`src/rtl/serial_cmp_pkg.sv`:
```
// Shared constants for the bit-serial inequality comparator: FSM state encoding and default width.
package serial_cmp_pkg;

  localparam int unsigned DEFAULT_WIDTH = 5;

  typedef enum logic [1:0] {
    S_IDLE = 2'd0,
    S_RUN  = 2'd1,
    S_DONE = 2'd2
  } state_t;

endpackage

```
`src/rtl/bit_diff_cell.sv`:
```
// Single bit-pair difference detector used by the serial comparator.
module bit_diff_cell (
  input  logic a,
  input  logic b,
  output logic d_c
);

  assign d_c = a ^ b;

endmodule

```
`src/rtl/serial_neq_comparator.sv`:
```
// Bit-serial (LSB first) word inequality checker reporting neq and the lowest differing bit index.
// Optional magnitude outputs gt/lt are built when SERIAL_NEQ_MAGNITUDE_EN is defined.
module serial_neq_comparator
  import serial_cmp_pkg::*;
#(
  parameter  int unsigned WIDTH = DEFAULT_WIDTH,
  localparam int unsigned IDX_W = $clog2(WIDTH)
) (
  input  logic             clk,
  input  logic             rst_n,
  input  logic             start,
  input  logic             bit_valid,
  input  logic             x_bit,
  input  logic             y_bit,
  output logic             busy,
  output logic             done,
  output logic             neq,
`ifdef SERIAL_NEQ_MAGNITUDE_EN
  output logic             gt,
  output logic             lt,
`endif
  output logic [IDX_W-1:0] first_idx
);

  // One extra counter bit so a power-of-two WIDTH reaches its terminal value without wrapping.
  localparam int unsigned CNT_W = IDX_W + 1;
  localparam logic [CNT_W-1:0] CNT_LAST = CNT_W'(WIDTH - 1);

  state_t           state_q, state_d;
  logic [CNT_W-1:0] cnt_q, cnt_d;
  logic             acc_q, acc_d;
  logic             busy_d, done_d, neq_d;
  logic [IDX_W-1:0] first_idx_d;
  logic             d_c;
  logic             accept_c;

`ifdef SERIAL_NEQ_MAGNITUDE_EN
  logic gt_r_q, gt_r_d, lt_r_q, lt_r_d;
  logic gt_d, lt_d;
`endif

  bit_diff_cell u_diff (
    .a   (x_bit),
    .b   (y_bit),
    .d_c (d_c)
  );

  // A new comparison may begin from IDLE or in the done cycle, never mid-run.
  assign accept_c = start && ((state_q == S_IDLE) || (state_q == S_DONE));

  // Next-state and next-output logic.
  always_comb begin
    state_d     = state_q;
    cnt_d       = cnt_q;
    acc_d       = acc_q;
    busy_d      = busy;
    done_d      = 1'b0;
    neq_d       = neq;
    first_idx_d = first_idx;
`ifdef SERIAL_NEQ_MAGNITUDE_EN
    gt_r_d      = gt_r_q;
    lt_r_d      = lt_r_q;
    gt_d        = gt;
    lt_d        = lt;
`endif

    case (state_q)
      S_IDLE: ;
      S_RUN: begin
        if (bit_valid) begin
          if (d_c && !acc_q) first_idx_d = cnt_q[IDX_W-1:0];
          acc_d = acc_q | d_c;
          cnt_d = cnt_q + CNT_W'(1);
`ifdef SERIAL_NEQ_MAGNITUDE_EN
          // Later (more significant) differing pairs overwrite earlier ones.
          if (d_c) begin
            gt_r_d = x_bit;
            lt_r_d = y_bit;
          end
`endif
          if (cnt_q == CNT_LAST) begin
            state_d = S_DONE;
            busy_d  = 1'b0;
            done_d  = 1'b1;
            neq_d   = acc_q | d_c;
`ifdef SERIAL_NEQ_MAGNITUDE_EN
            gt_d    = gt_r_d;
            lt_d    = lt_r_d;
`endif
          end
        end
      end
      S_DONE:  state_d = S_IDLE;
      default: state_d = S_IDLE;
    endcase

    if (accept_c) begin
      state_d     = S_RUN;
      busy_d      = 1'b1;
      cnt_d       = '0;
      acc_d       = 1'b0;
      neq_d       = 1'b0;
      first_idx_d = '0;
`ifdef SERIAL_NEQ_MAGNITUDE_EN
      gt_r_d      = 1'b0;
      lt_r_d      = 1'b0;
      gt_d        = 1'b0;
      lt_d        = 1'b0;
`endif
    end
  end

  // State, datapath and output registers.
  always_ff @(posedge clk or negedge rst_n) begin
    if (!rst_n) begin
      state_q   <= S_IDLE;
      cnt_q     <= '0;
      acc_q     <= 1'b0;
      busy      <= 1'b0;
      done      <= 1'b0;
      neq       <= 1'b0;
      first_idx <= '0;
`ifdef SERIAL_NEQ_MAGNITUDE_EN
      gt_r_q    <= 1'b0;
      lt_r_q    <= 1'b0;
      gt        <= 1'b0;
      lt        <= 1'b0;
`endif
    end else begin
      state_q   <= state_d;
      cnt_q     <= cnt_d;
      acc_q     <= acc_d;
      busy      <= busy_d;
      done      <= done_d;
      neq       <= neq_d;
      first_idx <= first_idx_d;
`ifdef SERIAL_NEQ_MAGNITUDE_EN
      gt_r_q    <= gt_r_d;
      lt_r_q    <= lt_r_d;
      gt        <= gt_d;
      lt        <= lt_d;
`endif
    end
  end

endmodule

```
`config.mk`:
```
export PLATFORM = sky130hd
export DESIGN_NAME = serial_neq_comparator
export DESIGN_NICKNAME = d
export VERILOG_FILES = /design/src/rtl/serial_cmp_pkg.sv /design/src/rtl/bit_diff_cell.sv /design/src/rtl/serial_neq_comparator.sv
export SDC_FILE = /design/constraint.sdc
export NUM_CORES = 1
export LEC_CHECK = 0
export CORE_AREA = 2 2 39 41
export CTS_CLUSTER_DIAMETER = 200
export DETAILED_ROUTE_END_ITERATION = 10
export DIE_AREA = 0 0 41 43
export GPL_TIMING_DRIVEN = 1
export PLACE_DENSITY = 0.74
export SYNTH_ARGS = -nofsm -noshare
export SYNTH_HDL_FRONTEND = slang
export SYNTH_SLANG_ARGS = --single-unit
```
`constraint.sdc`:
```
create_clock -name clk -period 2.3 [get_ports clk]
set_clock_uncertainty 0.15 [all_clocks]
set_input_delay 0.345 -clock clk [delete_from_list [all_inputs] [get_ports clk]]
set_output_delay 0.345 -clock clk [all_outputs]
set_load 0.03 [all_outputs]
```
---- Word-level counts from Yosys, hierarchy flattened ----
Cells that the tools add are included.
word-level totals
  output and inout bits ................... 6
  bits of input ports ..................... 6
  bits in registers ....................... 13
  logic and storage cells ................. 54
operators by class
  reduce and logical (&&, ||, !) cells .... 13
  add/subtract/negate cells ............... 1
  bitwise operators ....................... 2
  equality and inequality tests ........... 6
  mux-type cells .......................... 25
operators with widths
  kind                                                              number
  1-bit two-way mux                                                 14
  3-bit two-way mux                                                 4
  4-bit two-way mux                                                 3
  3-bit AND reduction                                               3
  2-bit nonzero test                                                4
  2-bit two-way mux                                                 3
  3-bit inequality test (second input constant)                     2
  4-bit by 1-bit adder with 4-bit output (second input constant)    1
  4-bit by 3-bit == test with 1-bit output (second input constant)  1
  2-bit one-hot mux with 2 select lines                             1
  2-bit by 1-bit == test with 1-bit output (second input constant)  1
  2-bit == test (second input constant)                             1
  1-bit logical AND                                                 2
  2-bit logical NOT                                                 1
  2-bit inequality test (second input constant)                     1
  2-bit AND reduction                                               1
  1-bit logical NOT                                                 1
  1-bit logical OR                                                  1
  1-bit OR                                                          1
  1-bit XOR                                                         1

---- Longest topological paths before layout ----
Gate-level depths: netlist of the first run.
  word-level depth ........................ 6
  gate-level depth with buffers ........... 5
  mapped depth without buffers ............ 5

---- Cells and area by module ----
Synthesis of the first run repeated with hierarchy kept, for this count alone.
unflattened totals
  cells, all modules ...................... 60
  area total of the unflattened synthesis .. 608.1 um^2
modules (own cells, without submodules)
  module                 times used  area each (um^2)  seq. area each (um^2)  cells each
  serial_neq_comparator  1           599.3             325.3                  59
  bit_diff_cell          1           8.8               0.0                    1

---- Worst setup path before layout of the first run ----
No wires, ideal clock.
  path type ............................... register -> register
  start ................................... register cnt_q[0]
  end ..................................... register state_q[0]
  arrival time ............................ 1.120 ns
  setup time .............................. 0.065 ns
  period minus slack after synthesis ...... 1.335 ns
  stages on the path, launching flop included .. 6
  slack ................................... 0.965 ns
  path buffers ............................ 0
  required time ........................... 2.085 ns
  cell sequence ........................... dfrtp_1 -> inv_1 -> ha_1 -> and3b_1 -> a211o_1 -> nand2_1
on the way
  longest elaborated chain between the ends .. 3
RTL lines
  what                                      line                          text
  start, declared                           serial_neq_comparator.sv:30   logic [CNT_W-1:0] cnt_q, cnt_d;
  start signal, assigned                    serial_neq_comparator.sv:131  cnt_q <= cnt_d;
  4-bit by 3-bit == test with 1-bit output  serial_neq_comparator.sv:81   if (cnt_q == CNT_LAST) begin
  3-bit inequality test (no line)           -
  3-bit AND reduction (no line)             -
  end signal, assigned                      serial_neq_comparator.sv:130  state_q <= state_d;
  end, declared                             serial_neq_comparator.sv:29   state_t state_q, state_d;
No other way between the ends.
A chain may end at the register's enable or synchronous reset.

---- Worst setup path after layout of the first run ----
  start ................................... register first_idx[0]
  end ..................................... output port first_idx[0]
RTL lines
  what                    line                          text
  start, declared         serial_neq_comparator.sv:22   output logic [IDX_W-1:0] first_idx
  start signal, assigned  serial_neq_comparator.sv:136  first_idx <= first_idx_d;
No word-level cell between the ends.

==> results by group, run 1 <==
Clocking
  – Total CTS buffers: 3
  – Worst skew pair latency: 0.28 ns
  – Total setup buffers inserted after CTS: 0
  – Number of gates resized after CTS: 0
  – H-tree Lvls: 1
  – Clock transition at path regs: 0.07 ns
  – Maximum root-to-sink buffer count: 2
  – Cts-stage hold buffer count: 0
  – Clk Tree Root Cell: clkbuf_4
  – Number of sinks driven by the clock tree: 13
  – CTS tree: built

Floorplanning
  – Standard-cell row count: 14
  – DIE AREA: 1760 um2
  – Boundary pin count: 12
  – Starting utilization of the core area: 46.0%
  – Horizontal extent of the die: 41 um
  – Core area: 1380 um2
  – Chip Height: 43 um

Drt
  – WL per Instance: 12.5 um
  – DR vias/cell: 5.40
  – Met2 Routed Length: 498 um
  – Residual DRC: 0
  – Violation count after the first detailed-routing iteration: 8
  – Total Wirelength: 1.11 mm
  – Routed met3 length: 54 um
  – Vias after detailed routing: 481
  – Met1 wire length: 524 um
  – Highest routed layer: met4
  – Antenna-violating nets left: 0
  – Length of the first detailed-routing pass in iterations: 4

GRT
  – Global-route wire length before repair: 1.83 mm
  – Pin count of the biggest net entering global routing: 15
  – Vias in the first global route: 443
  – Grt total ovfl: 0
  – Overall routing resource usage: 16.1%
  – Number of antenna violations at the first check in global routing: 0

Yosys
  – Mean cell area of the mapped netlist: 10.8 um2
  – Yosys warning total: 0
  – Sequential-to-total area share from yosys stat: 51.1%
  – Number of enable-type register cells in the synthesized netlist: 0
  – Combined area of all synthesized cells: 637 um2
  – Leading register cell type out of synthesis: dfrtp_1
  – Top area cells in the synthesized netlist: dfrtp_1 (51%), a21oi_1 (4.7%), nand2_1 (4.1%)
  – Yosys top cell by area: dfrtp_1
  – Synth Net Count: 67
  – Share of async-settable or async-resettable flops after synthesis: 100%
  – Synth top area share: 51.1%
  – Total of flip-flops plus latches after synthesis: 13
  – Post-synth top cells: dfrtp_1 (13), nand2_1 (7), a21oi_1 (6)
  – Number of unique standard cell types used by synthesis: 25
  – Count leader, synth: dfrtp_1
  – Gate Count Post-Synth: 59

STA
  – RSZ-0062 raised after global routing: no
  – Tightest Pin Transition: 0.560 ns
  – Post-route setup TNS: 0 ns
  – Count of final hold-check violations: 0
  – Slew Viols, Final: 0
  – Final min period: 1.83 ns
  – Crit share post-route: 79.5%
  – Maximum clock rate: 547 MHz
  – Relative slew slack: 62.6%
  – Final setup vio count: 0

Worst setup path
  – Critical Path Source Type: register
  – Count of cells along the worst register-to-register path: 5
  – Crit Reg-Reg Endpoint: state_q[0]$_DFFE_PN0P_
  – Crit end category: primary output
  – Maximum fanout along the worst path: 2
  – Series of cell instances along the critical path: clkdlybuf4s50_1
  – WP data required: 1.80 ns
  – Cell depth of the worst setup path: 1
  – Reg2reg start: cnt_q[0]$_DFFE_PN0P_
  – Standard cell with the maximum stage delay on the critical path: clkdlybuf4s50_1
  – Arrival time of data at the critical path endpoint: 1.33 ns
  – Top Family by Delay on Critical Path: buffers and inverters
  – Worst-case register-to-register setup slack: 0.86 ns
  – Largest stage delay, worst path: 0.68 ns
  – Number of buffers and inverters on the critical path: 1
  – Critical Setup Path Class: reg2out

Cells and area
  – N_diodes: 0
  – Cell area after layout: 782 um2
  – Relative area change from synthesis to final layout: 22.8%
  – Final #Nets: 82
  – Share of layout cells above drive strength 1: 12.3%

Placed design
  – Total placed instance area: 756 um2
  – HPWL Detailed: 840 um
  – Number of port buffers: 11
  – Last weighted congestion value of the routability-driven placer: 0.774

Flow run
  – Max-cap violations: 0

Outcome
  – Outcome: finished clean

Power and ir drop
  – Power density over the cells: 1140 nW/um2
  – Worst voltage drop across the vdd grid: 0.472 mV
  – Leak pwr: 0.350 nW

Hold path
  – Class of the most critical hold timing path: in2async
[metal layers]
layer	vias up	GRT usage (%)
li1	244	-
met2	17	23.4
met3	5	3.14
met1	215	21.0
met4	0	10.0
met5	-	0
[cell type report]
type / instances / area, um2
clock buffer: 4 / 26.3
timing repair buffer: 11 / 110
sequential: 13 / 325
tap: 16 / 20.0
fill: 122 / 602
multi-input combinational: 40 / 282
inverter: 5 / 18.8
[registers in the layout, indices dropped and copies added (netlist names)]
register	count
first_idx	3
done	1
busy	1
state_q	2
cnt_q	4
neq	1
acc_q	1
[cell usage in the layout, fill, tap and decap left out, drive strengths merged, types with 2 or more instances in the layout]
cell,instances
a21oi,6
and3b,2
clkbuf,4
clkdlybuf4s50,11
dfrtp,13
ha,2
inv,5
nand2,7
nand3b,2
nor2,3
o21ai,3
o311ai,3
o41ai,2
or3,2
[through the flow]
step,worst slack [ns],power [mW],cells,util [%],hold slack [ns]
floorplan,0.965,0.636,59,-,-0.101
global placement,0.513,0.754,85,54.6,0.344
detailed placement,0.486,0.758,85,54.6,0.348
CTS,0.471,0.897,89,56.5,0.299
global route,0.420,0.961,89,56.5,0.322
finish,0.472,0.890,89,56.5,0.275
[power by group]
part / leakage (nW) / switching [mW] / internal [mW]
combinational: 0.169 / 0.208 / 0.161
sequential: 0.166 / 0.0766 / 0.306
clock: 0.0150 / 0.0705 / 0.0673
total: 0.350 / 0.355 / 0.535
[worst max path at each step]
stage / from / endpoint / slack, ns
2_1_floorplan: cnt_q[0]$_DFFE_PN0P_ / state_q[0]$_DFFE_PN0P_ / 0.97
3_3_place_gp: bit_valid / cnt_q[3]$_DFFE_PN0P_ / 0.51
3_5_place_dp: bit_valid / cnt_q[3]$_DFFE_PN0P_ / 0.49
4_1_cts: first_idx[0]$_DFFE_PN0P_ / first_idx[0] / 0.47
5_1_grt: first_idx[0]$_DFFE_PN0P_ / first_idx[0] / 0.42
6_report: first_idx[0]$_DFFE_PN0P_ / first_idx[0] / 0.47
[kinds of logic (layout without fill, tap and decap cells)]
kind of cell | count (synthesis) | in the layout | synth area share, %
xor+xnor | 2 | 2 | 2.75
flops | 13 | 13 | 51.1
buf+inv | 6 | 20 | 4.71
simple gates | 20 | 20 | 19.6
compound gates | 16 | 16 | 17.9
fa+ha+maj | 2 | 2 | 3.93
(Power assumes the default switching activity.)
==> run 2, diff against run 1 <==
--- a/config.mk
+++ b/config.mk
@@ -5,10 +5,10 @@
 export SDC_FILE = /design/constraint.sdc
 export NUM_CORES = 1
 export LEC_CHECK = 0
-export CORE_AREA = 2 2 39 41
+export CORE_MARGIN = 2
+export CORE_UTILIZATION = 48
 export CTS_CLUSTER_DIAMETER = 200
 export DETAILED_ROUTE_END_ITERATION = 10
-export DIE_AREA = 0 0 41 43
 export GPL_TIMING_DRIVEN = 1
 export PLACE_DENSITY = 0.74
 export SYNTH_ARGS = -nofsm -noshare
==> constraint.sdc (replaced) <==
create_clock -name clk -period 1.7 [get_ports clk]
set_clock_uncertainty 0.15 [all_clocks]
set_input_delay 0.255 -clock clk [delete_from_list [all_inputs] [get_ports clk]]
set_output_delay 0.255 -clock clk [all_outputs]
set_load 0.03 [all_outputs]
==> results by group, run 2 (same netlist as run 1, synthesis figures left out) <==
Worst setup path
  – Cell depth of the worst setup path: 1 (unchanged)
  – Largest stage delay, worst path: 0.41 ns (-0.27 ns)
  – Launch point of the critical path: first_idx[0]$_DFFE_PN0P_
  – Worst-case register-to-register setup slack: 0.26 ns (-0.60 ns)
  – Arrival time of data at the critical path endpoint: 1.06 ns (-0.27 ns)
  – Number of buffers and inverters on the critical path: 1 (unchanged)
  – WP data required: 1.29 ns (-0.51 ns)
  – Top Family by Delay on Critical Path: buffers and inverters
  – Series of cell instances along the critical path: dlygate4sd2_1
  – CP endpoint: first_idx[0]
  – Crit Reg-Reg Endpoint: neq$_DFFE_PN0P_
  – Standard cell with the maximum stage delay on the critical path: dlygate4sd2_1
  – Crit end category: primary output
  – Reg2reg start: cnt_q[0]$_DFFE_PN0P_
  – Maximum fanout along the worst path: 2 (unchanged)
  – Critical Setup Path Class: reg2out
  – Count of cells along the worst register-to-register path: 5 (unchanged)
  – Critical Path Source Type: register

Placed design
  – Worst slack at placement: -0.0684 ns (-0.555 ns)
  – HPWL Detailed: 877 um (+4.4%)
  – Last weighted congestion value of the routability-driven placer: 0.812 (+4.9%)
  – Number of port buffers: 11 (unchanged)
  – Total placed instance area: 769 um2 (+1.8%)

Cells and area
  – Final #Nets: 84 (+2.4%)
  – Share of layout cells above drive strength 1: 14.7% (+2.3 points)
  – Relative area change from synthesis to final layout: 24.4%
  – N_diodes: 0 (unchanged)
  – Cell area after layout: 792 um2 (+1.3%)
  – Number of filler instances in the final layout: 95 (-22%)
  – Combined area of the multi-input logic cells: 282 um2 (unchanged)
  – Most flop-heavy register: cnt_q
  – Register area: 325 um2 (unchanged)
  – Commonest cells after routing, fill and taps aside: dfrtp_1 (13), nand2_1 (7), a21oi_1 (6), clkdlybuf4s50_1 (5), dlygate4sd2_1 (5)
  – Leading cell type in the layout, fill and taps excluded: dfrtp_1
  – Utilization after layout: 62.4% (+5.9 points)
  – Number of flip-flops in the largest register: 4 (unchanged)
  – Largest registers: cnt_q x4, first_idx x3, state_q x2

Power and ir drop
  – Power density over the cells: 1520 nW/um2 (+33%)
  – Leak pwr: 0.393 nW (+12%)
  – Worst voltage drop across the vdd grid: 0.817 mV (+73%)

Drt
  – Length of the first detailed-routing pass in iterations: 4 (unchanged)
  – Antenna-violating nets left: 0 (unchanged)
  – WL per Instance: 13.2 um (+5.9%)
  – Total Wirelength: 1.19 mm (+7.1%)
  – Vias after detailed routing: 506 (+5.2%)
  – Residual DRC: 0 (unchanged)
  – DR vias/cell: 5.62 (+4.0%)
  – Violation count after the first detailed-routing iteration: 10 (+2)

Clocking
  – Maximum root-to-sink buffer count: 2 (unchanged)
  – Number of sinks driven by the clock tree: 13 (unchanged)
  – H-tree Lvls: 1 (unchanged)
  – Total setup buffers inserted after CTS: 0 (unchanged)
  – Clk Tree Root Cell: clkbuf_4
  – Worst skew pair latency: 0.28 ns (about the same)
  – Cts-stage hold buffer count: 0 (unchanged)
  – Clock transition at path regs: 0.08 ns (about the same)
  – CTS tree: built
  – Total CTS buffers: 3 (unchanged)

STA
  – Count of final hold-check violations: 0 (unchanged)
  – Worst slack on hold paths: 0.118 ns (-0.157 ns)
  – Setup ws final: 0.231 ns (-0.241 ns)
  – Crit share post-route: 86.4%
  – Post-route setup TNS: 0 ns (unchanged)
  – Final setup vio count: 0 (unchanged)
  – Slew Viols, Final: 0 (unchanged)
  – Maximum clock rate: 681 MHz
  – Final min period: 1.47 ns
  – Relative slew slack: 62.1% (-0.48 points)
  – RSZ-0062 raised after global routing: no
  – Tightest Pin Transition: 0.565 ns (+0.00487 ns)

Outcome
  – Outcome: finished clean

Floorplanning
  – Boundary pin count: 12 (unchanged)
  – DIE AREA: 1630 um2 (-7.3%)
  – Standard-cell row count: 13 (-1)
  – Core area: 1270 um2 (-8.3%)
  – Starting utilization of the core area: 50.2% (+4.2 points)
  – Chip Height: 40.4 um (-6.0%)
  – Horizontal extent of the die: 40.4 um (-1.4%)

Flow run
  – Max-cap violations: 0 (unchanged)

GRT
  – Number of antenna violations at the first check in global routing: 0 (unchanged)
  – Overall routing resource usage: 18.9% (+2.7 points)
  – Grt total ovfl: 0 (unchanged)
  – Vias in the first global route: 503 (+14%)
  – Pin count of the biggest net entering global routing: 14 (-1)
  – Global-route wire length before repair: 1.99 mm (+8.7%)

Hold path
  – Class of the most critical hold timing path: in2async
[run 2: repair_timing]
action | CTS | global route
endpoints found under the setup margin | 5 | 1
gates resized for setup | 5 | 1
gates cloned | 0 | 0
[run 2: how the worst min path moves through the flow]
stage                                start                        to  slack [ns]
final                                rst_n  first_idx[0]$_DFFE_PN0P_        0.12
after global placement    busy$_DFFE_PN0P_          busy$_DFFE_PN0P_        0.33
after CTS                            rst_n      cnt_q[0]$_DFFE_PN0P_        0.12
after floorplan                      rst_n         acc_q$_DFFE_PN0P_       -0.19
after detailed placement  busy$_DFFE_PN0P_          busy$_DFFE_PN0P_        0.35
after global routing                 rst_n      cnt_q[0]$_DFFE_PN0P_        0.16
[run 2: where the power goes]
| group | leakage [nW] | switching, mW | internal, mW |
|---|---|---|---|
| clock | 0.0150 | 0.102 | 0.0912 |
| sequential | 0.166 | 0.107 | 0.414 |
| combinational | 0.212 | 0.288 | 0.198 |
| total | 0.393 | 0.498 | 0.702 |
[run 2: per-stage QoR]
step | total power, mW | cells
after global routing | 1.28 | 90
final | 1.20 | 90
after floorplan | 0.860 | 59
after detailed placement | 1.04 | 86
after global placement | 1.03 | 86
after CTS | 1.21 | 90
[run 2: routing by layer]
layer	vias to the layer above	GRT usage, %	share of wire (%)
met2	17	29.8	45
met3	2	3.89	5.3
met1	240	23.7	47
met4	0	10.8	2.5
li1	247	-	-
met5	-	0	0
[run 2: layout make-up]
type / count / area share [%]
sequential: 13 / 41.1
tap: 15 / 2.37
clock buffer: 4 / 3.32
inverter: 5 / 2.37
timing repair buffer: 13 / 15.3
multi-input combinational: 40 / 35.5
